## src/rtl/uart_pkg.sv

```systemverilog
// -----------------------------------------------------------------------------
// uart_pkg
// Shared types and helpers for the uart_xcvr block.
//   rx_state_t / tx_state_t : receiver and transmitter FSM states. The PARITY
//                             states exist only when UART_PARITY_EN is defined.
//   parity_bit()            : parity over up to 8 data bits; odd=1 gives odd
//                             parity, odd=0 gives even parity. Narrower words
//                             are zero-extended by the caller, which leaves the
//                             XOR unchanged.
// Optional feature macro: UART_PARITY_EN
// -----------------------------------------------------------------------------
package uart_pkg;

    typedef enum logic [2:0] {
        RX_IDLE   = 3'd0,
        RX_START  = 3'd1,
        RX_DATA   = 3'd2,
`ifdef UART_PARITY_EN
        RX_PARITY = 3'd3,
`endif
        RX_STOP   = 3'd4
    } rx_state_t;

    typedef enum logic [2:0] {
        TX_IDLE   = 3'd0,
        TX_START  = 3'd1,
        TX_DATA   = 3'd2,
`ifdef UART_PARITY_EN
        TX_PARITY = 3'd3,
`endif
        TX_STOP   = 3'd4
    } tx_state_t;

    function automatic logic parity_bit(input logic [7:0] data, input logic odd);
        return (^data) ^ odd;
    endfunction

endpackage

```

## src/rtl/uart_bit_timer.sv

```systemverilog
// -----------------------------------------------------------------------------
// uart_bit_timer
// Free-running bit-period counter. Counts 0..CLKS_PER_BIT-1 while en_i is high
// and wraps to 0, so consecutive bit periods line up with no drift. Held at 0
// while en_i is low; clr_i restarts the period from 0 on the next cycle.
// Ports:
//   clk_i, rst_i  : clock, synchronous active-high reset
//   en_i          : count enable (low forces the counter to 0)
//   clr_i         : restart the bit period
//   half_tick_o   : high on the cycle that completes CLKS_PER_BIT/2 counts
//   full_tick_o   : high on the cycle that completes CLKS_PER_BIT counts
// -----------------------------------------------------------------------------
module uart_bit_timer #(
    parameter int CLKS_PER_BIT = 868
) (
    input  logic clk_i,
    input  logic rst_i,
    input  logic en_i,
    input  logic clr_i,
    output logic half_tick_o,
    output logic full_tick_o
);

    localparam int              CNT_W = $clog2(CLKS_PER_BIT);
    localparam logic [CNT_W-1:0] LAST = CNT_W'(CLKS_PER_BIT - 1);
    localparam logic [CNT_W-1:0] HALF = CNT_W'(CLKS_PER_BIT / 2 - 1);

    logic [CNT_W-1:0] cnt;

    always_ff @(posedge clk_i) begin
        if (rst_i || !en_i || clr_i) begin
            cnt <= '0;
        end else if (cnt == LAST) begin
            cnt <= '0;
        end else begin
            cnt <= cnt + CNT_W'(1);
        end
    end

    assign half_tick_o = en_i && (cnt == HALF);
    assign full_tick_o = en_i && (cnt == LAST);

endmodule

```

## src/rtl/uart_xcvr.sv

```systemverilog
// -----------------------------------------------------------------------------
// uart_xcvr
// Full-duplex UART: independent receiver and transmitter sharing one clock.
// Frame: start(0), DATA_W data bits LSB first, optional parity, STOP_BITS ones.
// Optional feature macro: UART_PARITY_EN (adds one parity bit per ODD_PARITY;
// without it there is no parity bit and rx_parity_err_o is tied low).
// Ports:
//   clk_i, rst_i        : clock, synchronous active-high reset
//   rxd_i               : asynchronous serial input, idle high
//   txd_o               : registered serial output, idle high
//   tx_data_i/valid/ready : transmit byte handshake
//   rx_data_o/valid/ready : receive byte handshake
//   rx_frame_err_o      : 1-cycle pulse, stop bit sampled low (byte dropped)
//   rx_parity_err_o     : 1-cycle pulse, parity mismatch (byte dropped)
//   rx_overrun_o        : 1-cycle pulse, new byte lost while rx_valid_o held
//   rx_state_o/tx_state_o : current FSM states for observation
//
// Handshakes: a transfer happens on a rising clock edge where valid and ready
// are both high. The producer holds valid and data stable until that edge;
// the consumer may change ready freely. tx_ready_o is high only in TX idle;
// rx_data_o never changes while rx_valid_o is high.
// -----------------------------------------------------------------------------
module uart_xcvr
    import uart_pkg::*;
#(
    parameter int CLKS_PER_BIT = 868,
    parameter int DATA_W       = 8,
    parameter int STOP_BITS    = 1,
    parameter int ODD_PARITY   = 0
) (
    input  logic              clk_i,
    input  logic              rst_i,
    input  logic              rxd_i,
    output logic              txd_o,
    input  logic [DATA_W-1:0] tx_data_i,
    input  logic              tx_valid_i,
    output logic              tx_ready_o,
    output logic [DATA_W-1:0] rx_data_o,
    output logic              rx_valid_o,
    input  logic              rx_ready_i,
    output logic              rx_frame_err_o,
    output logic              rx_parity_err_o,
    output logic              rx_overrun_o,
    output logic [2:0]        rx_state_o,
    output logic [2:0]        tx_state_o
);

    localparam logic [2:0] LAST_BIT  = 3'(DATA_W - 1);
    localparam logic       LAST_STOP = 1'(STOP_BITS - 1);

    // ------------------------------------------------------------------ RX --
    logic      rxd_meta, rxd_sync, rxd_prev;
    rx_state_t rx_state, rx_state_nxt;
    logic      rx_half, rx_full, rx_clr;
    logic      rx_shift_en, rx_stop_sample, rx_par_bad, rx_load;
    logic [2:0]        rx_bit_cnt;
    logic [DATA_W-1:0] rx_shift;

    // Two-flop synchronizer, plus one more flop for falling-edge detection.
    always_ff @(posedge clk_i) begin
        if (rst_i) begin
            rxd_meta <= 1'b1;
            rxd_sync <= 1'b1;
            rxd_prev <= 1'b1;
        end else begin
            rxd_meta <= rxd_i;
            rxd_sync <= rxd_meta;
            rxd_prev <= rxd_sync;
        end
    end

    // The timer runs from the start edge; it is restarted at the start-bit
    // midpoint so every later full tick lands in the middle of a bit.
    uart_bit_timer #(.CLKS_PER_BIT(CLKS_PER_BIT)) u_rx_timer (
        .clk_i       (clk_i),
        .rst_i       (rst_i),
        .en_i        (rx_state != RX_IDLE),
        .clr_i       (rx_clr),
        .half_tick_o (rx_half),
        .full_tick_o (rx_full)
    );

`ifdef UART_PARITY_EN
    logic rx_par_sample;
`endif

    always_comb begin
        rx_state_nxt   = rx_state;
        rx_clr         = 1'b0;
        rx_shift_en    = 1'b0;
        rx_stop_sample = 1'b0;
`ifdef UART_PARITY_EN
        rx_par_sample  = 1'b0;
`endif
        case (rx_state)
            RX_IDLE: begin
                if (rxd_prev && !rxd_sync) rx_state_nxt = RX_START;
            end
            RX_START: begin
                if (rx_half) begin
                    if (rxd_sync) begin
                        rx_state_nxt = RX_IDLE;   // glitch, not a start bit
                    end else begin
                        rx_state_nxt = RX_DATA;
                        rx_clr       = 1'b1;
                    end
                end
            end
            RX_DATA: begin
                if (rx_full) begin
                    rx_shift_en = 1'b1;
                    if (rx_bit_cnt == LAST_BIT) begin
`ifdef UART_PARITY_EN
                        rx_state_nxt = RX_PARITY;
`else
                        rx_state_nxt = RX_STOP;
`endif
                    end
                end
            end
`ifdef UART_PARITY_EN
            RX_PARITY: begin
                if (rx_full) begin
                    rx_par_sample = 1'b1;
                    rx_state_nxt  = RX_STOP;
                end
            end
`endif
            RX_STOP: begin
                // Only the first stop bit is checked; a second one is idle.
                if (rx_full) begin
                    rx_stop_sample = 1'b1;
                    rx_state_nxt   = RX_IDLE;
                end
            end
            default: rx_state_nxt = RX_IDLE;
        endcase
    end

    always_ff @(posedge clk_i) begin
        if (rst_i) begin
            rx_state   <= RX_IDLE;
            rx_bit_cnt <= '0;
            rx_shift   <= '0;
        end else begin
            rx_state <= rx_state_nxt;
            if (rx_state == RX_START) begin
                rx_bit_cnt <= '0;
            end else if (rx_shift_en) begin
                rx_bit_cnt <= rx_bit_cnt + 3'd1;
                rx_shift   <= {rxd_sync, rx_shift[DATA_W-1:1]};
            end
        end
    end

`ifdef UART_PARITY_EN
    logic [7:0] rx_word;
    logic       rx_par_mismatch;

    always_comb begin
        rx_word               = '0;
        rx_word[DATA_W-1:0]   = rx_shift;
    end

    assign rx_par_mismatch = rx_par_sample &&
                             (rxd_sync != parity_bit(rx_word, 1'(ODD_PARITY)));

    // Remembers a bad parity bit until the stop sample so the byte is dropped.
    always_ff @(posedge clk_i) begin
        if (rst_i || rx_state == RX_START) begin
            rx_par_bad <= 1'b0;
        end else if (rx_par_mismatch) begin
            rx_par_bad <= 1'b1;
        end
    end

    always_ff @(posedge clk_i) begin
        if (rst_i) rx_parity_err_o <= 1'b0;
        else       rx_parity_err_o <= rx_par_mismatch;
    end
`else
    // Parity polarity has no effect without the parity bit.
    logic par_cfg_unused;
    assign par_cfg_unused  = 1'(ODD_PARITY);
    assign rx_par_bad      = 1'b0;
    assign rx_parity_err_o = 1'b0;
`endif

    assign rx_load = rx_stop_sample && rxd_sync && !rx_par_bad;

    always_ff @(posedge clk_i) begin
        if (rst_i) begin
            rx_data_o      <= '0;
            rx_valid_o     <= 1'b0;
            rx_frame_err_o <= 1'b0;
            rx_overrun_o   <= 1'b0;
        end else begin
            rx_frame_err_o <= rx_stop_sample && !rxd_sync;
            rx_overrun_o   <= 1'b0;
            if (rx_load) begin
                // A consumer accepting on this edge frees the slot for the new byte.
                if (!rx_valid_o || rx_ready_i) begin
                    rx_data_o  <= rx_shift;
                    rx_valid_o <= 1'b1;
                end else begin
                    rx_overrun_o <= 1'b1;
                end
            end else if (rx_valid_o && rx_ready_i) begin
                rx_valid_o <= 1'b0;
            end
        end
    end

    // ------------------------------------------------------------------ TX --
    tx_state_t         tx_state, tx_state_nxt;
    logic              tx_full, tx_half_unused;
    logic              tx_load, tx_shift_en, tx_stop_inc, txd_nxt;
    logic [2:0]        tx_bit_cnt;
    logic              tx_stop_cnt;
    logic [DATA_W-1:0] tx_shift;

    // Runs continuously through a frame; wrapping keeps bit edges exact.
    uart_bit_timer #(.CLKS_PER_BIT(CLKS_PER_BIT)) u_tx_timer (
        .clk_i       (clk_i),
        .rst_i       (rst_i),
        .en_i        (tx_state != TX_IDLE),
        .clr_i       (1'b0),
        .half_tick_o (tx_half_unused),
        .full_tick_o (tx_full)
    );

`ifdef UART_PARITY_EN
    logic [7:0] tx_word;
    logic       tx_par;

    always_comb begin
        tx_word             = '0;
        tx_word[DATA_W-1:0] = tx_data_i;
    end

    // Parity is captured at acceptance because the shifter is consumed later.
    always_ff @(posedge clk_i) begin
        if (rst_i)        tx_par <= 1'b0;
        else if (tx_load) tx_par <= parity_bit(tx_word, 1'(ODD_PARITY));
    end
`endif

    always_comb begin
        tx_state_nxt = tx_state;
        txd_nxt      = txd_o;
        tx_load      = 1'b0;
        tx_shift_en  = 1'b0;
        tx_stop_inc  = 1'b0;
        case (tx_state)
            TX_IDLE: begin
                txd_nxt = 1'b1;
                if (tx_valid_i) begin
                    tx_load      = 1'b1;
                    tx_state_nxt = TX_START;
                    txd_nxt      = 1'b0;
                end
            end
            TX_START: begin
                if (tx_full) begin
                    tx_state_nxt = TX_DATA;
                    txd_nxt      = tx_shift[0];
                end
            end
            TX_DATA: begin
                if (tx_full) begin
                    if (tx_bit_cnt == LAST_BIT) begin
`ifdef UART_PARITY_EN
                        tx_state_nxt = TX_PARITY;
                        txd_nxt      = tx_par;
`else
                        tx_state_nxt = TX_STOP;
                        txd_nxt      = 1'b1;
`endif
                    end else begin
                        tx_shift_en = 1'b1;
                        txd_nxt     = tx_shift[1];
                    end
                end
            end
`ifdef UART_PARITY_EN
            TX_PARITY: begin
                if (tx_full) begin
                    tx_state_nxt = TX_STOP;
                    txd_nxt      = 1'b1;
                end
            end
`endif
            TX_STOP: begin
                txd_nxt = 1'b1;
                if (tx_full) begin
                    tx_stop_inc = 1'b1;
                    if (tx_stop_cnt == LAST_STOP) tx_state_nxt = TX_IDLE;
                end
            end
            default: begin
                tx_state_nxt = TX_IDLE;
                txd_nxt      = 1'b1;
            end
        endcase
    end

    always_ff @(posedge clk_i) begin
        if (rst_i) begin
            tx_state    <= TX_IDLE;
            txd_o       <= 1'b1;
            tx_shift    <= '0;
            tx_bit_cnt  <= '0;
            tx_stop_cnt <= 1'b0;
        end else begin
            tx_state <= tx_state_nxt;
            txd_o    <= txd_nxt;
            if (tx_load) begin
                tx_shift    <= tx_data_i;
                tx_bit_cnt  <= '0;
                tx_stop_cnt <= 1'b0;
            end else begin
                if (tx_shift_en) begin
                    tx_shift   <= tx_shift >> 1;
                    tx_bit_cnt <= tx_bit_cnt + 3'd1;
                end
                if (tx_stop_inc) tx_stop_cnt <= ~tx_stop_cnt;
            end
        end
    end

    assign tx_ready_o = (tx_state == TX_IDLE);
    assign rx_state_o = rx_state;
    assign tx_state_o = tx_state;

endmodule

```

## config.mk

```make
export PLATFORM = sky130hd
export DESIGN_NAME = uart_xcvr
export DESIGN_NICKNAME = d
export VERILOG_FILES = /design/src/rtl/uart_pkg.sv /design/src/rtl/uart_bit_timer.sv /design/src/rtl/uart_xcvr.sv
export SDC_FILE = /design/constraint.sdc
export NUM_CORES = 1
export LEC_CHECK = 0
export ABC_CLOCK_PERIOD_IN_PS = 2400
export CORE_MARGIN = 1.5
export CORE_UTILIZATION = 50
export DETAILED_ROUTE_END_ITERATION = 7
export PLACE_DENSITY = 0.75
export SKIP_LAST_GASP = 1
export SYNTH_ARGS = -nofsm -noshare
export SYNTH_HDL_FRONTEND = slang
export SYNTH_HIERARCHICAL = 1
export SYNTH_SLANG_ARGS = --single-unit
```

## constraint.sdc

```tcl
create_clock -name clk_i -period 2.4 [get_ports clk_i]
set_clock_uncertainty 0.2 [all_clocks]
set_input_delay 0.48 -clock clk_i [delete_from_list [all_inputs] [get_ports clk_i]]
set_output_delay 0.48 -clock clk_i [all_outputs]
set_load 0.02 [all_outputs]
```

==> results of run 1 <==
[power by group through the flow]
stage          registers, mW  logic, mW  clock network (mW)
2_1_floorplan           1.11     0.0806                   0
3_3_place_gp            1.11      0.128                   0
3_5_place_dp            1.11      0.130                   0
4_1_cts                 1.09      0.130               0.900
5_1_grt                 1.09      0.142               0.950
6_report                1.09      0.130               0.872
[metal layers]
metal  wire length (µm)  vias up  share of wire  track usage
met4                 63        0          0.010       0.0690
li1                   -     1301              -            -
met2               2890       64           0.47        0.316
met3                211        6          0.035       0.0549
met5                  0        -              0            0
met1               2930     1228           0.48        0.256
[area by class of cell]
| cell class | instances | area, µm² | area share |
|---|---|---|---|
| clock inverters | 6 | 60.1 | 0.0167 |
| multi-input cells | 242 | 1570 | 0.437 |
| flip-flops and latches | 64 | 1280 | 0.356 |
| clock buffers | 10 | 128 | 0.0355 |
| inverters | 7 | 26.3 | 0.00731 |
| well taps | 72 | 90.1 | 0.0251 |
| repair buffers | 48 | 438 | 0.122 |
[registers in the layout (all words and copies together) (netlist names)]
name and flops:
tx_shift 8, tx_bit_cnt 3, rxd_sync 1, rx_frame_err_o 1, rx_valid_o 1, rx_bit_cnt 3, u_rx_timer/cnt 10, rx_overrun_o 1
rxd_meta 1, rx_state_o 3, txd_o 1, u_tx_timer/cnt 10, tx_stop_cnt 1, rxd_prev 1, tx_state_o 3, rx_shift 8
rx_data_o 8
[worst paths after layout]
check	from	endpoint	slack (ns)	cells past startpoint
setup / recovery	tx_state_o[0]	tx_ready_o	0.18	2
hold / removal	rxd_meta	rxd_sync	0.21	1
hold reg to reg	rxd_meta	rxd_sync	0.21	1
setup reg to reg	u_rx_timer/cnt[0]	rx_data_o[0]	0.23	8
[worst max-delay path: stages, from the launching register on]
cell	delay (ns)
dfxtp_1	0.32
nor3_2	0.25
clkdlybuf4s50_1	0.65
[through the flow]
stage | std cells | TNS (ns) | utilization | instance area (µm²)
floorplan | 336 | 0 | - | 2980
global placement | 428 | 0 | 0.597 | 3350
detailed placement | 428 | -0.0193 | 0.597 | 3350
CTS | 444 | 0 | 0.631 | 3540
global route | 449 | 0 | 0.641 | 3590
finish | 449 | 0 | 0.641 | 3590
[what timing repair did]
| item | in CTS | in global routing |
|---|---|---|
| pin swaps | 0 | 3 |
| setup endpoints to repair | 1 | 21 |
| gates cloned | 0 | 1 |
| resized for setup | 1 | 4 |
| setup buffers | 0 | 4 |
| hold buffers | 0 | 0 |
[cell usage in the layout, fill, tap and decap left out, drive strengths merged, types with 2 or more instances in the layout]
| cell | count |
|---|---|
| a21oi | 37 |
| a311oi | 7 |
| and2 | 2 |
| and3b | 3 |
| buf | 17 |
| clkbuf | 10 |
| clkdlybuf4s50 | 31 |
| clkinv | 4 |
| clkinvlp | 2 |
| conb | 2 |
| dfxtp | 64 |
| ha | 8 |
| inv | 6 |
| nand2 | 30 |
| nand2b | 3 |
| nand3 | 19 |
| nand4 | 15 |
| nand4bb | 2 |
| nor2 | 23 |
| nor2b | 5 |
| nor3 | 6 |
| nor3b | 3 |
| nor4 | 5 |
| o21ai | 18 |
| o31ai | 15 |
| o41ai | 2 |
| or2 | 4 |
| or3 | 6 |
| or3b | 2 |
| or4 | 6 |
| xnor2 | 5 |
| xor2 | 2 |
==> qor.yml, run 1 <==
synth_area_um2: 2960
cts_tree: "done"
drt_pass1_iterations: 4
cts_sinks: 64
rsz0062_at_grt: "false"
antenna_cells: 0
initialDrtViolationCount: 127
root_buffer: "clkbuf_8"
maxCapViolCount: 0
cp_max_fo: 3
die_h_um: 80.0
fin_ws_ns: 0.177
max-clock-path-buffers: 2
drive_gt1_frac: 0.149
grt-ovfl-total: 0
cts_buffers: 9
min_period_ns: 2.22
syn_area_per_cell_um2: 8.84
slew_violations: 0
antenna_found_initial: 0
drc: 0
die_w_um: 80.0
postRouteAntennaNets: 0
critPathCaptureType: "primary output"
syn_inst: 335
grtUsageTotal: 0.198
hold-worst-slack_ns: 0.210
fillers: 483
clk_pin_slew_ns: 0.07
combPwrFrac: 0.062
dieArea_um2: 6390
swShare: 0.229
leakage_nw: 1.17
max_freq_mhz: 450
hold_viol_final: 0
power.switching_uw: 478
max_slew_margin: 0.594
gp_congestion: 0.841
grt_start_max_net_pins: 34
ys.warnings.count: 6
vias: 2599
grt_pass1_vias: 2258
post_drt_via_cell_ratio: 5.79
power.density_nw_per_um2: 582
p_clk_frac: 0.417
hpwl_um: 4140
setup.worst_path.class: "flip-flop to primary output"
p_total_mw: 2.09
final_nets: 393
finalCritPeriodShare: 0.926
p_int_mw: 1.61
fp.coreArea_um2: 5610
critical_path.startpoint_type: "flip-flop"
clk_latency_ns: 0.33
numPortBuffers: 31
ir_worst_vdd_mv: 0.334
cts.htree.levels: 3
grt_pass1_wl_um: 10000
required_ns: 1.72
seqPwrFrac: 0.521
worstMarginPinSlew_ns: 0.607
setup_viol: 0
wl_per_cell_um: 13.6
std_cell_rows: 27
min_path_type: "flip-flop to flip-flop"
place_ws_ns: -0.0193
status: "complete, no violations"
initial_core_util: 0.528
io_pins: 33
finalWirelength_um: 6100
syn2layout_area_growth_pct: 21.4
arrival_ns: 1.54
Power figures use the tool's default switching activity.
==> run 2: changes to the inputs <==
- ABC_CLOCK_PERIOD_IN_PS: 2400 -> 2200
- CORE_UTILIZATION: 50 -> 56
- GPL_ROUTABILITY_DRIVEN: default -> 0
- PLACE_DENSITY: 0.75 -> 0.79
- clock period: 2.4 -> 2.2 ns (I/O delays scaled with it)
==> qor.yml, run 2 (same netlist as run 1, synthesis figures left out) <==
antenna_found_initial: 0  # unchanged
grtUsageTotal: 0.242  # +0.0439
arrival_ns: 1.51  # -0.03 ns
finalWirelength_um: 6620  # +8.6%
grt_pass1_vias: 2356  # +4.3%
final_common_cell: "dfxtp_1"
p_int_mw: 1.80  # +12%
seqPwrFrac: 0.500  # -0.021
design_area_um2: 3750  # +4.4%
leakage_nw: 1.30  # +11%
cts_sinks: 64  # unchanged
root_buffer: "clkbuf_8"
power.switching_uw: 570  # +19%
initialDrtViolationCount: 176  # +39%
worstMarginPinSlew_ns: 0.569  # -0.0381 ns
regArea_um2: 1280  # +0.20%
layout_common_cells: "dfxtp_1, a21oi_1, nand2_1, buf_4, clkdlybuf4s50_1"
setup_viol: 0  # unchanged
initial_core_util: 0.580  # +0.0518
fillers: 400  # -17%
clk_latency_ns: 0.34  # about the same
post_drt_via_cell_ratio: 5.68  # -1.8%
clk_pin_slew_ns: 0.07  # about the same
combPwrFrac: 0.064  # +0.002
vias: 2615  # +0.62%
wl_per_cell_um: 14.4  # +6.0%
io_pins: 33  # unchanged
dieArea_um2: 5730  # -10%
rr_endpoint: "tx_shift[4]"
status: "complete, no violations"
std_cell_rows: 26  # -3.7%
drt-met1-wl_um: 3040  # +3.9%
critPathCaptureType: "primary output"
r2r_start: "tx_state_o[1]"
p_clk_frac: 0.436  # +0.019
power.density_nw_per_um2: 633  # +8.8%
max-clock-path-buffers: 2  # unchanged
largestRegisters: "u_rx_timer/cnt: 10 flops, u_tx_timer/cnt: 10 flops"
max_freq_mhz: 466
critical_path.startpoint_type: "flip-flop"
min_to: "rxd_sync"
cp_max_fo: 13  # +10
antenna_cells: 0  # unchanged
dr_wl_met3_um: 201  # -4.7%
cts_hold_buf: 0  # unchanged
min_period_ns: 2.15
syn2layout_area_growth_pct: 26.7
min_path_type: "flip-flop to flip-flop"
cts_buffers: 9  # unchanged
maxCapViolCount: 0  # unchanged
p_total_mw: 2.37  # +14%
hp-start: "rxd_meta"
reg2reg_depth: 9  # +1
grt_pass1_wl_um: 10600  # +5.5%
cts.htree.levels: 3  # unchanged
rrSetupSlack_ns: 0.08  # -0.15 ns
wl_met2_um: 3300  # +14%
die_h_um: 75.7  # -5.3%
die_w_um: 75.7  # -5.3%
top_layer: "met4"
multi_input_area_um2: 1600  # +1.5%
final_nets: 406  # +3.3%
numPortBuffers: 31  # unchanged
finalCritPeriodShare: 0.975
fin_util: 0.735  # +0.0937
cts_tree: "done"
hold_viol_final: 0  # unchanged
drc: 0  # unchanged
grt-ovfl-total: 0  # unchanged
required_ns: 1.56  # -0.16 ns
setup.worst_path.class: "flip-flop to primary output"
ir_worst_vdd_mv: 0.438  # +31%
hpwl_um: 4170  # +0.73%
postRouteAntennaNets: 0  # unchanged
placed_area_um2: 3470  # +3.6%
max_slew_margin: 0.619  # +0.0256
hold_path_depth: 1  # unchanged
slew_violations: 0  # unchanged
fp.coreArea_um2: 5110  # -8.9%
swShare: 0.240  # +0.0116
grt_start_max_net_pins: 25  # -26%
drive_gt1_frac: 0.190  # +0.0412
drt_pass1_iterations: 5  # +1
-- run 2: layout make-up --
type,instances,area share
Clock buffer,10,0.0367
Clock inverter,6,0.0180
Timing Repair Buffer,62,0.148
Inverter,7,0.00700
Sequential cell,64,0.342
Multi-Input combinational cell,241,0.425
Tap cell,70,0.0233
-- run 2: repair_timing --
action                     4_1_cts  5_1_grt
setup endpoints to repair        1       29
resized for setup                1       18
setup buffers                    0        4
pin swaps                        1        4
-- run 2: how the worst max path moves through the flow --
stage	startpoint	to	slack (ns)	depth (start not counted)
after global placement	u_rx_timer/cnt[1]	rx_overrun_o	0.04	7
after CTS	tx_state_o[1]	tx_ready_o	0.003	2
after floorplan	tx_state_o[1]	tx_shift[1]	0.02	10
after global routing	tx_state_o[1]	tx_shift[2]	-0.11	9
final	tx_state_o[0]	tx_state_o[0]	0.05	2
after detailed placement	u_tx_timer/cnt[1]	tx_shift[4]	0.02	8
-- run 2: critical path, cell delays in order (launching register included) --
cell and delay (ns):
dfxtp_2 0.36, buf_4 0.19, clkdlybuf4s50_1 0.62
-- run 2: power groups by stage --
stage / registers, mW / logic [mW] / clock network [mW]
floorplan: 1.22 / 0.0899 / 0
CTS: 1.19 / 0.149 / 1.05
global route: 1.19 / 0.165 / 1.10
finish: 1.19 / 0.152 / 1.04
detailed placement: 1.21 / 0.148 / 0
global placement: 1.21 / 0.144 / 0
-- run 2: layer usage --
layer	GRT usage	vias to the layer above
li1	-	1316
met1	0.308	1230
met2	0.403	61
met3	0.0516	8
met4	0.0933	0
met5	0	-
-- run 2: metrics by stage --
step           TNS (ns)  instances  worst slack [ns]  hold WS (ns)
6_report              0        460            0.0547         0.240
5_1_grt          -0.798        460            -0.109         0.263
4_1_cts               0        456           0.00340         0.242
3_5_place_dp          0        440            0.0233         0.229
3_3_place_gp          0        440            0.0439         0.223
2_1_floorplan         0        336            0.0208         0.189
